File: config.mk
export PLATFORM = sky130hd
export DESIGN_NAME = fetch_unit
export DESIGN_NICKNAME = d
export VERILOG_FILES = /design/src/rtl/fetch_pkg.sv /design/src/rtl/fetch_fifo.sv /design/src/rtl/fetch_unit.sv
export SDC_FILE = /design/constraint.sdc
export NUM_CORES = 1
export LEC_CHECK = 0
export CAP_MARGIN = 10
export CORE_ASPECT_RATIO = 0.7
export CORE_MARGIN = 4
export CORE_UTILIZATION = 45
export DETAILED_ROUTE_END_ITERATION = 6
export DONT_BUFFER_PORTS = 1
export HOLD_SLACK_MARGIN = 0.02
export PLACE_DENSITY = 0.6
export SYNTH_ARGS = -nofsm -noshare
export SYNTH_HDL_FRONTEND = slang
export SYNTH_SLANG_ARGS = --single-unit
File: constraint.sdc
create_clock -name clock -period 6.9 [get_ports clock]
set_clock_uncertainty 0.05 [all_clocks]
set_input_delay 1.725 -clock clock [delete_from_list [all_inputs] [get_ports clock]]
set_output_delay 1.725 -clock clock [all_outputs]
set_load 0.02 [all_outputs]
File: src/rtl/fetch_pkg.sv
// Shared types and constants for the instruction fetch front end.
package fetch_pkg;

    localparam int XLEN        = 32;
    localparam int INSTR_BYTES = 4;

    localparam logic [XLEN-1:0] BUBBLE_INSTR = 32'h0000_0000;

    typedef struct packed {
        logic [XLEN-1:0] pc;
        logic [XLEN-1:0] instr;
    } fetch_entry_t;

    function automatic logic [XLEN-1:0] word_align(input logic [XLEN-1:0] addr);
        return addr & ~(XLEN'(INSTR_BYTES) - XLEN'(1));
    endfunction

endpackage

File: src/rtl/fetch_fifo.sv
// Small synchronous FIFO with flush; DEPTH must be a power of two so the
// pointers wrap naturally.
module fetch_fifo #(
    parameter int  DEPTH = 2,
    parameter type T     = logic [31:0],
    localparam int AW    = (DEPTH > 1) ? $clog2(DEPTH) : 1,
    localparam int CW    = $clog2(DEPTH + 1)
) (
    input  logic          i_clock,
    input  logic          i_rst_n,
    input  logic          i_push,
    input  logic          i_pop,
    input  logic          i_flush,
    input  T              i_wdata,
    output T              o_rdata,
    output logic [CW-1:0] o_count,
    output logic          o_empty,
    output logic          o_full
);

    T              r_mem [DEPTH];
    logic [AW-1:0] r_wptr;
    logic [AW-1:0] r_rptr;
    logic [CW-1:0] r_count;
    logic          w_push;
    logic          w_pop;

    assign o_empty = (r_count == '0);
    assign o_full  = (r_count == CW'(DEPTH));
    assign o_count = r_count;
    assign o_rdata = r_mem[r_rptr];

    assign w_push = i_push && !o_full && !i_flush;
    assign w_pop  = i_pop && !o_empty && !i_flush;

    always_ff @(posedge i_clock) begin
        if (w_push) begin
            r_mem[r_wptr] <= i_wdata;
        end
    end

    always_ff @(posedge i_clock or negedge i_rst_n) begin
        if (!i_rst_n) begin
            r_wptr  <= '0;
            r_rptr  <= '0;
            r_count <= '0;
        end else if (i_flush) begin
            r_wptr  <= '0;
            r_rptr  <= '0;
            r_count <= '0;
        end else begin
            if (w_push) r_wptr <= r_wptr + AW'(1);
            if (w_pop)  r_rptr <= r_rptr + AW'(1);
            r_count <= r_count + CW'(w_push) - CW'(w_pop);
        end
    end

endmodule

File: src/rtl/fetch_unit.sv
// Instruction fetch front end: sequential PC generation, in-order response
// buffering toward decode, and redirect handling with stale-response drop.
module fetch_unit
    import fetch_pkg::*;
#(
    parameter logic [XLEN-1:0] RESET_PC = 32'h0000_0000,
    parameter int              DEPTH    = 2
) (
    input  logic            clock,
    input  logic            reset,
    output logic            imem_req_valid,
    input  logic            imem_req_ready,
    output logic [XLEN-1:0] imem_req_addr,
    input  logic            imem_rsp_valid,
    input  logic [XLEN-1:0] imem_rsp_data,
    input  logic            redirect_valid,
    input  logic [XLEN-1:0] redirect_pc,
    input  logic            stall,
    output logic            f_valid,
    output logic [XLEN-1:0] f_instr,
    output logic [XLEN-1:0] f_pc
);

    localparam int            CW    = $clog2(DEPTH + 1);
    localparam logic [CW:0]   SLOTS = (CW + 1)'(DEPTH);

    logic [XLEN-1:0] r_pc;
    logic [CW-1:0]   r_inflight;
    logic [CW-1:0]   r_drop_cnt;

    logic            w_accept;
    logic            w_rsp_keep;
    logic            w_pop;
    logic [CW:0]     w_occupied;
    logic [CW-1:0]   w_inflight_after_rsp;
    logic [XLEN-1:0] w_rsp_pc;
    fetch_entry_t    w_buf_wdata;
    fetch_entry_t    w_head;
    logic [CW-1:0]   w_buf_count;
    logic            w_buf_empty;
    logic            w_buf_full;
    logic [CW-1:0]   w_tag_count;
    logic            w_tag_empty;
    logic            w_tag_full;
    logic            w_unused;

    // Every slot is reserved at issue time, so a response can always be stored.
    assign w_occupied     = {1'b0, r_inflight} + {1'b0, w_buf_count};
    assign imem_req_valid = reset && !redirect_valid && (w_occupied < SLOTS);
    assign imem_req_addr  = r_pc;
    assign w_accept       = imem_req_valid && imem_req_ready;

    assign w_inflight_after_rsp = r_inflight - CW'(imem_rsp_valid);
    assign w_rsp_keep = imem_rsp_valid && (r_drop_cnt == '0) && !redirect_valid;
    assign w_pop      = !w_buf_empty && !stall && !redirect_valid;

    always_ff @(posedge clock or negedge reset) begin
        if (!reset) begin
            r_pc       <= RESET_PC;
            r_inflight <= '0;
            r_drop_cnt <= '0;
        end else begin
            r_inflight <= w_inflight_after_rsp + CW'(w_accept);
            if (redirect_valid) begin
                // Everything still outstanding belongs to the old stream.
                r_pc       <= word_align(redirect_pc);
                r_drop_cnt <= w_inflight_after_rsp;
            end else begin
                if (w_accept) begin
                    r_pc <= r_pc + XLEN'(INSTR_BYTES);
                end
                if (imem_rsp_valid && (r_drop_cnt != '0)) begin
                    r_drop_cnt <= r_drop_cnt - CW'(1);
                end
            end
        end
    end

    fetch_fifo #(.DEPTH(DEPTH), .T(logic [XLEN-1:0])) u_tag_fifo (
        .i_clock (clock),
        .i_rst_n (reset),
        .i_push  (w_accept),
        .i_pop   (imem_rsp_valid),
        .i_flush (1'b0),
        .i_wdata (r_pc),
        .o_rdata (w_rsp_pc),
        .o_count (w_tag_count),
        .o_empty (w_tag_empty),
        .o_full  (w_tag_full)
    );

    assign w_buf_wdata = '{pc: w_rsp_pc, instr: imem_rsp_data};

    fetch_fifo #(.DEPTH(DEPTH), .T(fetch_entry_t)) u_buf_fifo (
        .i_clock (clock),
        .i_rst_n (reset),
        .i_push  (w_rsp_keep),
        .i_pop   (w_pop),
        .i_flush (redirect_valid),
        .i_wdata (w_buf_wdata),
        .o_rdata (w_head),
        .o_count (w_buf_count),
        .o_empty (w_buf_empty),
        .o_full  (w_buf_full)
    );

    assign f_valid = !w_buf_empty;
    assign f_instr = f_valid ? w_head.instr : BUBBLE_INSTR;
    assign f_pc    = f_valid ? w_head.pc : '0;

    assign w_unused = ^{w_tag_count, w_tag_empty, w_tag_full, w_buf_full};

endmodule

==> results.md, run 1 <==
Floorplanning:
- The die covers 23,000 um2.
- In this run the core area contains 43 standard-cell rows.
- The count of boundary I/O pins is 168.
- The standard cell core area is 20,100 um2.
- The y dimension of the die is 128 um.
- The initial core utilization is 0.463.
- The horizontal die dimension is 180 um.

Routing:
- The final layout contains routed wiring with a total length of 18,500 um.
- The number of routed nets with antenna violations is 0.
- The routed layout has 4,864 vias.
- The first detailed-routing pass ran for 4 iterations.
- The count of routing violations after the opening detailed-route iteration is 277.
- Using the TritonRoute via totals, the vias-per-cell ratio works out to 5.33.
- The per-cell routed wire length is 20.3 um.
- In the routed design, unresolved DRC markers number 0.

Critical path:
- The slowest stage of the critical path belongs to the cell nor4b_1.
- The count of buffer and inverter cells on the critical path is 0.
- In this run the critical register-to-register path is launched from u_buf_fifo.o_count[0]$_DFF_PN0_.
- The critical path required time is 5.12 ns.
- On the worst path, the slowest cell contributes a delay of 0.83 ns.
- The worst setup path is launched from an input port.
- The largest fanout on the critical path is 77.
- The critical setup path kind is in2out.
- Setup slack on the worst reg-to-reg path comes out at 3.40 ns.
- The endpoint identified for the worst register-to-register timing path is u_tag_fifo.r_mem[0][8]$_DFFE_PP_.
- Grouping stages by cell kind, the critical path spends the most delay in simple AND/OR/NAND/NOR gates.
- STA classifies the critical path endpoint as an output port.
- The arrival time of data at the critical path endpoint is 2.58 ns.
- The count of cells along the worst register-to-register path is 6.
- The critical path goes through nor4b_1.

Cells and area:
- The storage element area is 6580 um2.
- Once layout is complete, the utilization of the core stands at 0.511.
- The number of inserted filler cells in the final layout is 1,714.
- The area growth from synthesis to layout is 10.4%.
- Summing all multi-input logic gate instances after layout gives 2550 um2.
- Of the cells placed in the final design, the portion with a size suffix greater than 1 is 0.128.
- The final layout contains 703 nets.

Clock tree:
- The clock net sink count is 226.
- In this run, post-CTS repair resized a total of 0 instances.
- The count of hold buffers inserted by post-cts repair is 0.
- Post-CTS timing repair inserted 0 buffers for setup.
- The root buffer cell chosen for the clock tree is clkbuf_16.
- The number of levels in the clock H-tree is 1.
- Clock latency on the worst-skew pair, taken at its later pin, is 0.50 ns.
- Clock-pin slew was measured on the worst setup and hold paths at 0.06 ns.
- Buffers inserted during clock tree synthesis total 23.
- The clock tree from TritonCTS is built.
- The number of buffers on the longest clock path is 3.

Min path:
- The worst hold path begins at u_tag_fifo.r_wptr$_DFFE_PN0P_.
- The worst hold path terminates at u_tag_fifo.r_wptr$_DFFE_PN0P_.
- The worst min-delay path class is reg2reg.
- Along the worst hold path, the cell count comes to 1.

Power and ir drop:
- The worst voltage drop across the vdd grid is 251 uV.
- Summing internal, switching and leakage power gives 3470 uW.
- The standby leakage power is 0.00340 uW.
- In this run the power density over the cells is 338 nW/um2.

Yosys:
- Counting flops and latches in the post-synthesis netlist gives 226.
- The share of Yosys cell area claimed by the top area cell type is 0.595.
- The number of instances in the synthesized netlist is 625.
- After synthesis, the most frequently instantiated cells are edfxtp_1 (184), nor2_1 (74), mux2i_1 (63), dfrtp_1 (42), nand2_1 (40).
- The average footprint of a synthesized cell is 14.9 um2.
- For this run, the register share of the synthesized area comes to 0.708.
- The synthesized netlist contains 44 unique library cells.
- By area the synthesized netlist is led by edfxtp_1 (59%), dfrtp_1 (11%), mux2i_1 (6.8%).
- The fraction of synthesis flops using an asynchronous set or reset pin is 0.186.
- The number of flops mapped to enable cells by yosys is 184.
- The most frequently used flop master after synthesis is edfxtp_1.
- In this run the cell area of the synthesized design comes to 9290 um2.
- During synthesis, Yosys emitted a total of 0 warnings.
- By instance count, the leading cell after synthesis is edfxtp_1.
- The post-synthesis cell type with the largest combined area is edfxtp_1.

GRT:
- The maximum number of pins on one net before global-route repair is 78.
- The combined global-route utilization of all metal layers is 0.158.
- The global-route met2 utilization is 0.260.
- The met3 usage in global routing is 0.0570.
- The first global-routing pass estimated 28,800 um of wire.
- The overflow left after global routing is 0.
- The via count of the first global-routing pass is 5,147.
- For met1 alone, demand over resource in global routing was 0.204.
- The initial antenna violation count came to 2.
- After global routing, the most crowded layer is met2.

Timing:
- For the finished layout, the period the worst path requires is 4.36 ns.
- Setup violations remaining at the end of the flow were counted as 0.
- The max-slew violation count is 0.
- The achievable clock frequency is 229 MHz.
- The post-route fraction of the period consumed by the critical path is 0.632.
- The number of hold violations in the final report is 0.
- The relative max-transition margin is 0.362.
- In the final timing run, aggregate negative setup slack is 0 ns.
- Setup repair after global routing left no endpoint under its margin.
- The transition time at the pin with the least slew margin is 0.944 ns.

Job:
- The tool flagged a number of max-cap violations equal to 0.

Status:
- The run finished with clean final reports.

Placed design:
- Port buffering added 0 buffers.
- After legalization and detailed placement, the total HPWL measured 12,100 um.
- At the end of routability-driven placement, the weighted congestion stood at 0.730.
[placed cells by master, fill, tap and decap left out, drive strengths merged, types with 2 or more instances in the layout]
cell type / instances
xnor2: 22
nand3: 9
conb: 4
nand2: 41
edfxtp: 184
mux2: 30
dfrtp: 42
inv: 12
buf: 5
ha: 7
a21oi: 3
nor2b: 4
clkinv: 2
and4: 6
nor4: 6
nand4: 11
and3: 8
clkinvlp: 2
mux2i: 63
xor2: 16
nor3: 10
clkbuf: 35
o21ai: 31
nor2: 74
and2: 2
[area by class of cell]
cell class | instances | share of cell area
Antenna cell | 1 | 0.000244
Clock buffer | 35 | 0.0625
Clock inverter | 6 | 0.00622
Inverter | 11 | 0.00403
Multi-Input combinational cell | 358 | 0.249
Sequential cell | 226 | 0.642
Tap cell | 270 | 0.0329
Timing Repair Buffer | 5 | 0.00366
[power by group]
part	leakage (uW)	switching [uW]	internal, uW
Combinational	0.000890	355	207
Sequential	0.00217	116	1620
Clock	0.000336	485	678
Total	0.00340	956	2510
[cell families (layout without fill, tap and decap cells)]
group           count (synthesis)  count (layout)  share of synthesized area
fa+ha+maj                       8               8                     0.0116
flops                         226             226                      0.708
buf+inv                        44              57                     0.0217
other cells                     1               5                   0.000404
xor+xnor                       38              38                     0.0358
simple gates                  176             176                     0.0954
compound gates                 39              39                     0.0230
mux                            93              93                      0.104
[worst max-delay path by stage]
stage	from	endpoint	slack (ns)	cells past startpoint
after floorplan	redirect_valid	u_tag_fifo.r_mem[0][10]$_DFFE_PP_	1.27	3
after global placement	redirect_valid	imem_req_valid	2.55	1
after detailed placement	redirect_valid	imem_req_valid	2.55	1
after CTS	redirect_valid	imem_req_valid	2.55	1
after global routing	u_buf_fifo.r_rptr$_DFFE_PN0P_	f_pc[26]	2.49	3
final	redirect_valid	imem_req_valid	2.54	1
[per-layer routing]
metal,vias to the layer above,part of all wire,routed length (um)
met4,4,0.020,376
li1,2275,-,-
met5,-,0.0018,34
met2,124,0.47,8760
met3,32,0.073,1360
met1,2429,0.43,8000
[registers in the layout (all words and copies together) (netlist names)]
signal,count
u_buf_fifo.o_count,2
u_tag_fifo.r_mem,60
r_drop_cnt,2
u_tag_fifo.o_count,2
u_tag_fifo.r_wptr,1
r_inflight,2
u_buf_fifo.r_wptr,1
u_buf_fifo.r_rptr,1
u_tag_fifo.r_rptr,1
u_buf_fifo.r_mem,124
imem_req_addr,30
[stage by stage]
stage | instances | hold slack (ns) | setup slack (ns) | cell area (um2)
finish | 912 | 0.460 | 2.54 | 10300
global route | 911 | 0.472 | 2.49 | 10300
CTS | 911 | 0.465 | 2.55 | 10300
detailed placement | 870 | 0.454 | 2.55 | 9550
global placement | 870 | 0.438 | 2.55 | 9550
floorplan | 628 | 0.406 | 1.27 | 9310
(Power assumes the default switching activity.)
==> run 2, diff against run 1 <==
==> constraint.sdc (replaced) <==
create_clock -name clock -period 4.4 [get_ports clock]
set_clock_uncertainty 0.05 [all_clocks]
set_input_delay 1.1 -clock clock [delete_from_list [all_inputs] [get_ports clock]]
set_output_delay 1.1 -clock clock [all_outputs]
set_load 0.02 [all_outputs]
==> results.md, run 2 (synthesized netlist as in run 1, its figures left out) <==
Cells and area:
- The area growth from synthesis to layout is 10.5% (about the same).
- Leaving out fill and tap cells, the most frequent cell in the layout is edfxtp_1.
- The storage element area is 6580 um2 (unchanged).
- The library cells used most frequently in the layout, excluding fill and tap cells, are edfxtp_1 (184), nor2_1 (73), mux2i_1 (63).
- The area occupied by multi-input gates is 2560 um2 (+0.34%).
- The number of inserted filler cells in the final layout was 1,672 (-2.5%).
- The register with the highest flop count is u_buf_fifo.r_mem.
- The flip-flop count of the largest register after layout is 124 (unchanged).
- The fraction of layout cells with a size suffix above 1 was 0.129 (+0.000757).
- The net total in the final layout is 707 (+0.57%).
- The final standard cell utilization of the core came to 0.511 (about the same).
- The diode insertion count for antenna repair is 0 (-1).

Placed design:
- The half-perimeter wire length of the detailed placement result is 12,100 um (+0.52%).
- The final weighted congestion in routability-driven placement was 0.723 (-0.92%).
- The count of buffers inserted at the top-level ports is 0 (unchanged).
- The worst setup timing slack at the placement stage is 1.31 ns (-1.24 ns).

Timing:
- The clock period minus final worst setup slack is 3.54 ns.
- The transition time at the pin with the least slew margin is 0.936 ns (-0.00825 ns).
- Setup repair after global routing left no endpoint under its margin.
- The total setup violations reported at the end of the flow is 0 (unchanged).
- The achievable clock frequency is 282 MHz.
- The worst hold-check slack is 0.247 ns (-0.213 ns).
- The setup TNS is 0 ns (unchanged).
- The max-slew violation count is 0 (unchanged).
- The relative max-transition margin is 0.376 (+0.0144).
- The final critical-path setup slack is 0.857 ns (-1.68 ns).
- The number of hold violations in the final report is 0 (unchanged).
- In the finished design, the share of the clock period the worst path needs comes to 0.805.

Clock tree:
- The number of buffers inserted to repair setup after CTS is 0 (unchanged).
- TritonCTS built the clock tree.
- The post-cts repair resize count was 0 (unchanged).
- The clock net sink count is 226 (unchanged).
- The master cell of the clock root buffer is clkbuf_16.
- The total clock buffers created by CTS is 23 (unchanged).
- The number of buffers on the longest clock path is 3 (unchanged).
- The count of hold buffers inserted by post-cts repair is 0 (unchanged).
- The clock transition time at the flip-flop clock pins of the worst setup and hold paths came to 0.06 ns (about the same).
- The number of levels in the clock H-tree is 1 (unchanged).
- The later-pin clock latency in the skew report is 0.50 ns (about the same).

Floorplanning:
- The count of boundary I/O pins was 168 (unchanged).
- The y dimension of the die was 128 um (unchanged).
- The standard cell core area is 20,100 um2 (unchanged).
- The die area is 23,000 um2 (unchanged).
- The horizontal die dimension is 180 um (unchanged).
- The number of rows in the core area is 43 (unchanged).
- The initial core utilization came to 0.463 (unchanged).

Power and ir drop:
- The power density of the placed cells was 521 nW/um2 (+54%).
- The worst voltage drop across the vdd grid is 353 uV (+40%).
- The standby leakage power is 0.00341 uW (+0.33%).
- The combinational share of power is 0.164 (+0.002).
- The net load switching power came to 1470 uW (+54%).
- The proportion of power drawn by flip-flops and latches is 0.516 (+0.014).
- The part of the total power dissipated in the clock network was 0.320 (-0.016).
- The switching part of the total power came to 0.276 (about the same).
- The total chip power was 5340 uW (+54%).
- The internal power component is 3870 uW (+54%).

Critical path:
- The arrival time of data at the critical path endpoint is 2.39 ns (-0.19 ns).
- The count of buffer and inverter cells on the critical path is 1 (+1).
- Traced cell by cell, the critical path runs through buf_4 -> mux2i_1 -> nor2_1.
- By startpoint and endpoint, the worst setup path is classified as reg2out.
- The largest fanout on the critical path is 50 (-35%).
- The kind of cell adding the most delay to the critical path is flip-flops.
- The critical path required time was 3.25 ns (-1.87 ns).
- The standard cell with the maximum stage delay on the critical path is dfrtp_4.
- The worst setup path is captured at an output port.
- The largest stage delay on the critical path is 1.03 ns (+0.20 ns).
- The worst setup path is launched from a flop.

Routing:
- The count of routing violations after the opening detailed-route iteration is 190 (-31%).
- The per-cell routed wire length was 20.0 um (-1.5%).
- The detailed-route vias per instance is 5.31 (-0.43%).
- The via count is 4,859 (-0.10%).
- The number of routed nets with antenna violations is 0 (unchanged).
- The remaining routing DRC violations came to 0 (unchanged).
- The detailed-route wire length is 18,300 um (-1.2%).
- The number of search-and-repair iterations in the first detailed-routing pass is 4 (unchanged).

GRT:
- The combined global-route utilization of all metal layers is 0.157 (-0.00128).
- The global-route wire length before repair is 28,600 um (-0.50%).
- The initial antenna violation count is 0 (-2).
- The overflow left after global routing is 0 (unchanged).
- The via count of the first global-routing pass is 5,093 (-1.0%).
- The maximum number of pins on one net before global-route repair was 78 (unchanged).

Min path:
- The worst min-delay path class is in2async.

Job:
- The max-capacitance violation count was 0 (unchanged).

Status:
- The run finished with clean final reports.
run 2: changes by cell type in the layout (fill, tap and decap cells not counted), sizes merged:
cell,change
buf,+4
bufinv,-1
clkbuf,-1
clkinv,+4
clkinvlp,-2
diode,-1
run 2: cell type report:
class                   instances  area share
flip-flops and latches        226       0.641
multi-input cells             358       0.250
clock buffers                  34      0.0611
well taps                     270      0.0329
repair buffers                  9     0.00780
inverters                      11     0.00402
clock inverters                 7     0.00341
run 2: routing by layer:
metal | wire (um) | global-route usage | part of all wire
met5 | 0 | 0 | 0
met4 | 346 | 0.0381 | 0.019
met3 | 1180 | 0.0434 | 0.064
met2 | 8830 | 0.264 | 0.48
met1 | 7970 | 0.205 | 0.44
run 2: power groups by stage:
stage | Clock [uW] | Combinational, uW | Sequential [uW]
finish | 1710 | 876 | 2760
floorplan | 0 | 773 | 2710
global route | 1850 | 969 | 2780
global placement | 0 | 865 | 2790
detailed placement | 0 | 890 | 2810
CTS | 1760 | 896 | 2760
run 2: through the flow:
stage	instances	instance area [um2]
floorplan	628	9320
global placement	874	9600
CTS	915	10300
finish	915	10300
global route	915	10300
detailed placement	874	9600
run 2: worst paths after layout:
kind	slack, ns	cells past startpoint	startpoint	endpoint
worst max-delay path	0.86	3	u_buf_fifo.r_rptr$_DFFE_PN0P_	f_pc[18]
worst min-delay path	0.25	0	reset	imem_req_addr[17]$_DFFE_PN0P_
worst max register to register	1.38	7	u_buf_fifo.o_count[0]$_DFF_PN0_	u_tag_fifo.r_mem[1][28]$_DFFE_PP_
worst min register to register	0.51	1	u_tag_fifo.r_mem[0][26]$_DFFE_PP_	u_buf_fifo.r_mem[1][58]$_DFFE_PP_
max in group asynchronous	3.94	0	reset	imem_req_addr[9]$_DFFE_PN0P_
min in group clock	0.51	1	u_tag_fifo.r_mem[0][26]$_DFFE_PP_	u_buf_fifo.r_mem[1][58]$_DFFE_PP_
run 2: worst reg2reg max path: cells and delay by family, from the launching register on:
family	cells	cell delay, ns
flops	1	0.41
buf+inv	2	0.27
simple gates	4	1.46
fa+ha+maj	1	0.46
==> run 3, diff against run 2 <==
==> constraint.sdc (replaced) <==
create_clock -name clock -period 3.3 [get_ports clock]
set_clock_uncertainty 0.05 [all_clocks]
set_input_delay 0.825 -clock clock [delete_from_list [all_inputs] [get_ports clock]]
set_output_delay 0.825 -clock clock [all_outputs]
set_load 0.02 [all_outputs]
==> results.md, run 3 (synthesized netlist as in run 1, its figures left out) <==
Routing:
- The count of routing violations after the opening detailed-route iteration was 305 (+61%).
- The per-cell routed wire length is 20.4 um (+1.9%).
- The number of search-and-repair iterations in the first detailed-routing pass is 4 (unchanged).
- The detailed-route vias per instance was 5.33 (+0.32%).
- The number of routed nets with antenna violations is 0 (unchanged).
- The detailed-route wire length is 18,800 um (+2.6%).
- The remaining routing DRC violations is 0 (unchanged).
- The via count is 4,912 (+1.1%).

Floorplanning:
- The initial core utilization was 0.463 (unchanged).
- The die area is 23,000 um2 (unchanged).
- The number of rows in the core area is 43 (unchanged).
- The y dimension of the die is 128 um (unchanged).
- The horizontal die dimension is 180 um (unchanged).
- The standard cell core area was 20,100 um2 (unchanged).
- The count of boundary I/O pins came to 168 (unchanged).

Job:
- The max-capacitance violation count was 0 (unchanged).

Critical path:
- The critical path goes through inv_1 -> nor2_1 -> fa_1 -> nor4b_1 -> buf_4.
- The arrival time of data at the critical path endpoint is 2.20 ns (-0.19 ns).
- The worst setup path is of the reg2out kind.
- The count of buffer and inverter cells on the critical path is 2 (+1).
- The largest stage delay on the critical path is 0.46 ns (-0.57 ns).
- The worst setup path is captured at an output port.
- STA classifies the critical path startpoint as a flop.
- The worst register-to-register path begins at u_buf_fifo.o_count[0]$_DFF_PN0_.
- The largest fanout on the critical path is 3 (-94%).
- The standard cell with the maximum stage delay on the critical path is fa_1.
- The critical path required time came to 2.42 ns (-0.83 ns).
- The kind of cell adding the most delay to the critical path is simple AND/OR/NAND/NOR gates.
- The startpoint of the most critical setup path is u_buf_fifo.o_count[0]$_DFF_PN0_.

Cells and area:
- The register with the highest flop count is u_buf_fifo.r_mem.
- The library cells used most frequently in the layout, excluding fill and tap cells, are edfxtp_1 (184), nor2_1 (73), mux2i_1 (63).
- The area occupied by multi-input gates is 2560 um2 (about the same).
- The net total in the final layout came to 713 (+0.85%).
- The number of inserted filler cells in the final layout was 1,685 (+0.78%).
- The diode insertion count for antenna repair is 0 (unchanged).
- The area growth from synthesis to layout is 12.4%.
- The storage element area is 6580 um2 (unchanged).
- The fraction of layout cells with a size suffix above 1 is 0.149 (+0.0201).
- The flip-flop count of the largest register after layout is 124 (unchanged).
- The count of non-filler cells in the finished layout came to 922 (+0.77%).
- The most frequent standard cell in the layout excluding fill and tap cells is edfxtp_1.

GRT:
- The combined global-route utilization of all metal layers is 0.161 (+0.00426).
- The maximum number of pins on one net before global-route repair was 78 (unchanged).
- The via count of the first global-routing pass came to 5,113 (+0.39%).
- The initial antenna violation count is 1 (+1).
- The overflow left after global routing is 0 (unchanged).
- The global-route wire length before repair came to 29,200 um (+2.0%).

Timing:
- The transition time at the pin with the least slew margin is 0.735 ns (-0.201 ns).
- The achievable clock frequency is 326 MHz.
- The final critical-path setup slack is 0.230 ns (-0.627 ns).
- In the finished design, the share of the clock period the worst path needs comes to 0.930.
- The max-slew violation count is 0 (unchanged).
- The number of hold violations in the final report is 0 (unchanged).
- The total setup violations reported at the end of the flow is 0 (unchanged).
- Subtracting the final worst setup slack from the clock period gives 3.07 ns.
- The setup TNS was 0 ns (unchanged).
- Setup repair after global routing left no endpoint under its margin.
- The relative max-transition margin is 0.510 (+0.134).

Clock tree:
- The count of hold buffers inserted by post-cts repair came to 1 (+1).
- The later-pin clock latency in the skew report is 0.50 ns (about the same).
- The number of buffers on the longest clock path was 3 (unchanged).
- The total clock buffers created by CTS is 23 (unchanged).
- The post-cts repair resize count is 0 (unchanged).
- TritonCTS built the clock tree.
- The master cell of the clock root buffer is clkbuf_16.
- The clock net sink count is 226 (unchanged).
- The number of buffers inserted to repair setup after CTS is 0 (unchanged).
- The number of levels in the clock H-tree is 1 (unchanged).
- The clock transition time at the flip-flop clock pins of the worst setup and hold paths was 0.06 ns (about the same).

Min path:
- The path class of the tightest hold or removal check is in2async.

Placed design:
- The cell total after placement is 879 (+0.57%).
- The final weighted congestion in routability-driven placement was 0.765 (+5.7%).
- The worst setup timing slack at the placement stage is 0.550 ns (-0.755 ns).
- The half-perimeter wire length of the detailed placement result is 12,400 um (+2.3%).
- The count of buffers inserted at the top-level ports came to 0 (unchanged).

Power and ir drop:
- The worst voltage drop across the vdd grid was 429 uV (+22%).
- The standby leakage power is 0.00350 uW (+2.6%).
- The power density of the placed cells is 712 nW/um2 (+37%).

Status:
- The flow ran to the end, and the final reports show no timing, DRC or antenna violations.
==> run 3: cell count changes in the layout (fill, tap and decap cells not counted) <==
cell        change
clkbuf_1        -5
clkinvlp_4      +2
clkinv_1        -3
buf_4           +3
clkinv_4        +2
buf_12          +2
and2_1          +1
clkinv_2        +2
buf_16          +1
bufinv_16       +2
and2_2          -1
clkbuf_8        +1
==> run 3: cell type report <==
class	instances	area share
inverter	11	0.00396
clock inverter	12	0.0121
clock buffer	30	0.0596
tap	270	0.0324
multi-input combinational	358	0.245
timing repair buffer	15	0.0163
sequential	226	0.630
==> run 3: final timing paths <==
path	endpoint	slack, ns	cells past startpoint
setup / recovery	imem_req_valid	0.23	5
hold / removal	u_buf_fifo.r_rptr$_DFFE_PN0P_	0.11	1
setup reg to reg	u_tag_fifo.r_mem[1][30]$_DFFE_PP_	0.55	7
hold reg to reg	u_tag_fifo.r_wptr$_DFFE_PN0P_	0.50	1
max in group asynchronous	imem_req_addr[16]$_DFFE_PN0P_	2.87	1
min in group clock	u_buf_fifo.r_rptr$_DFFE_PN0P_	0.33	1
==> run 3: where the power goes <==
group | switching (uW) | internal, uW | total, uW
logic | 773 | 470 | 1240
clock network | 1040 | 1500 | 2540
registers | 254 | 3390 | 3650
==> run 3: layer usage <==
metal | part of all wire | global-route usage | routed length (um)
met1 | 0.44 | 0.217 | 8300
met2 | 0.46 | 0.257 | 8620
met3 | 0.081 | 0.0539 | 1530
met4 | 0.018 | 0.0390 | 344
met5 | 0.00037 | 0 | 7
==> run 3: per-stage QoR <==
stage	utilization	instance area [um2]	hold slack, ns	power [uW]
global route	0.520	10400	0.113	7770
finish	0.520	10400	0.111	7430
floorplan	-	9330	0.459	4640
global placement	0.481	9660	0.472	4900
CTS	0.520	10400	0.106	7520
detailed placement	0.481	9660	0.481	4950
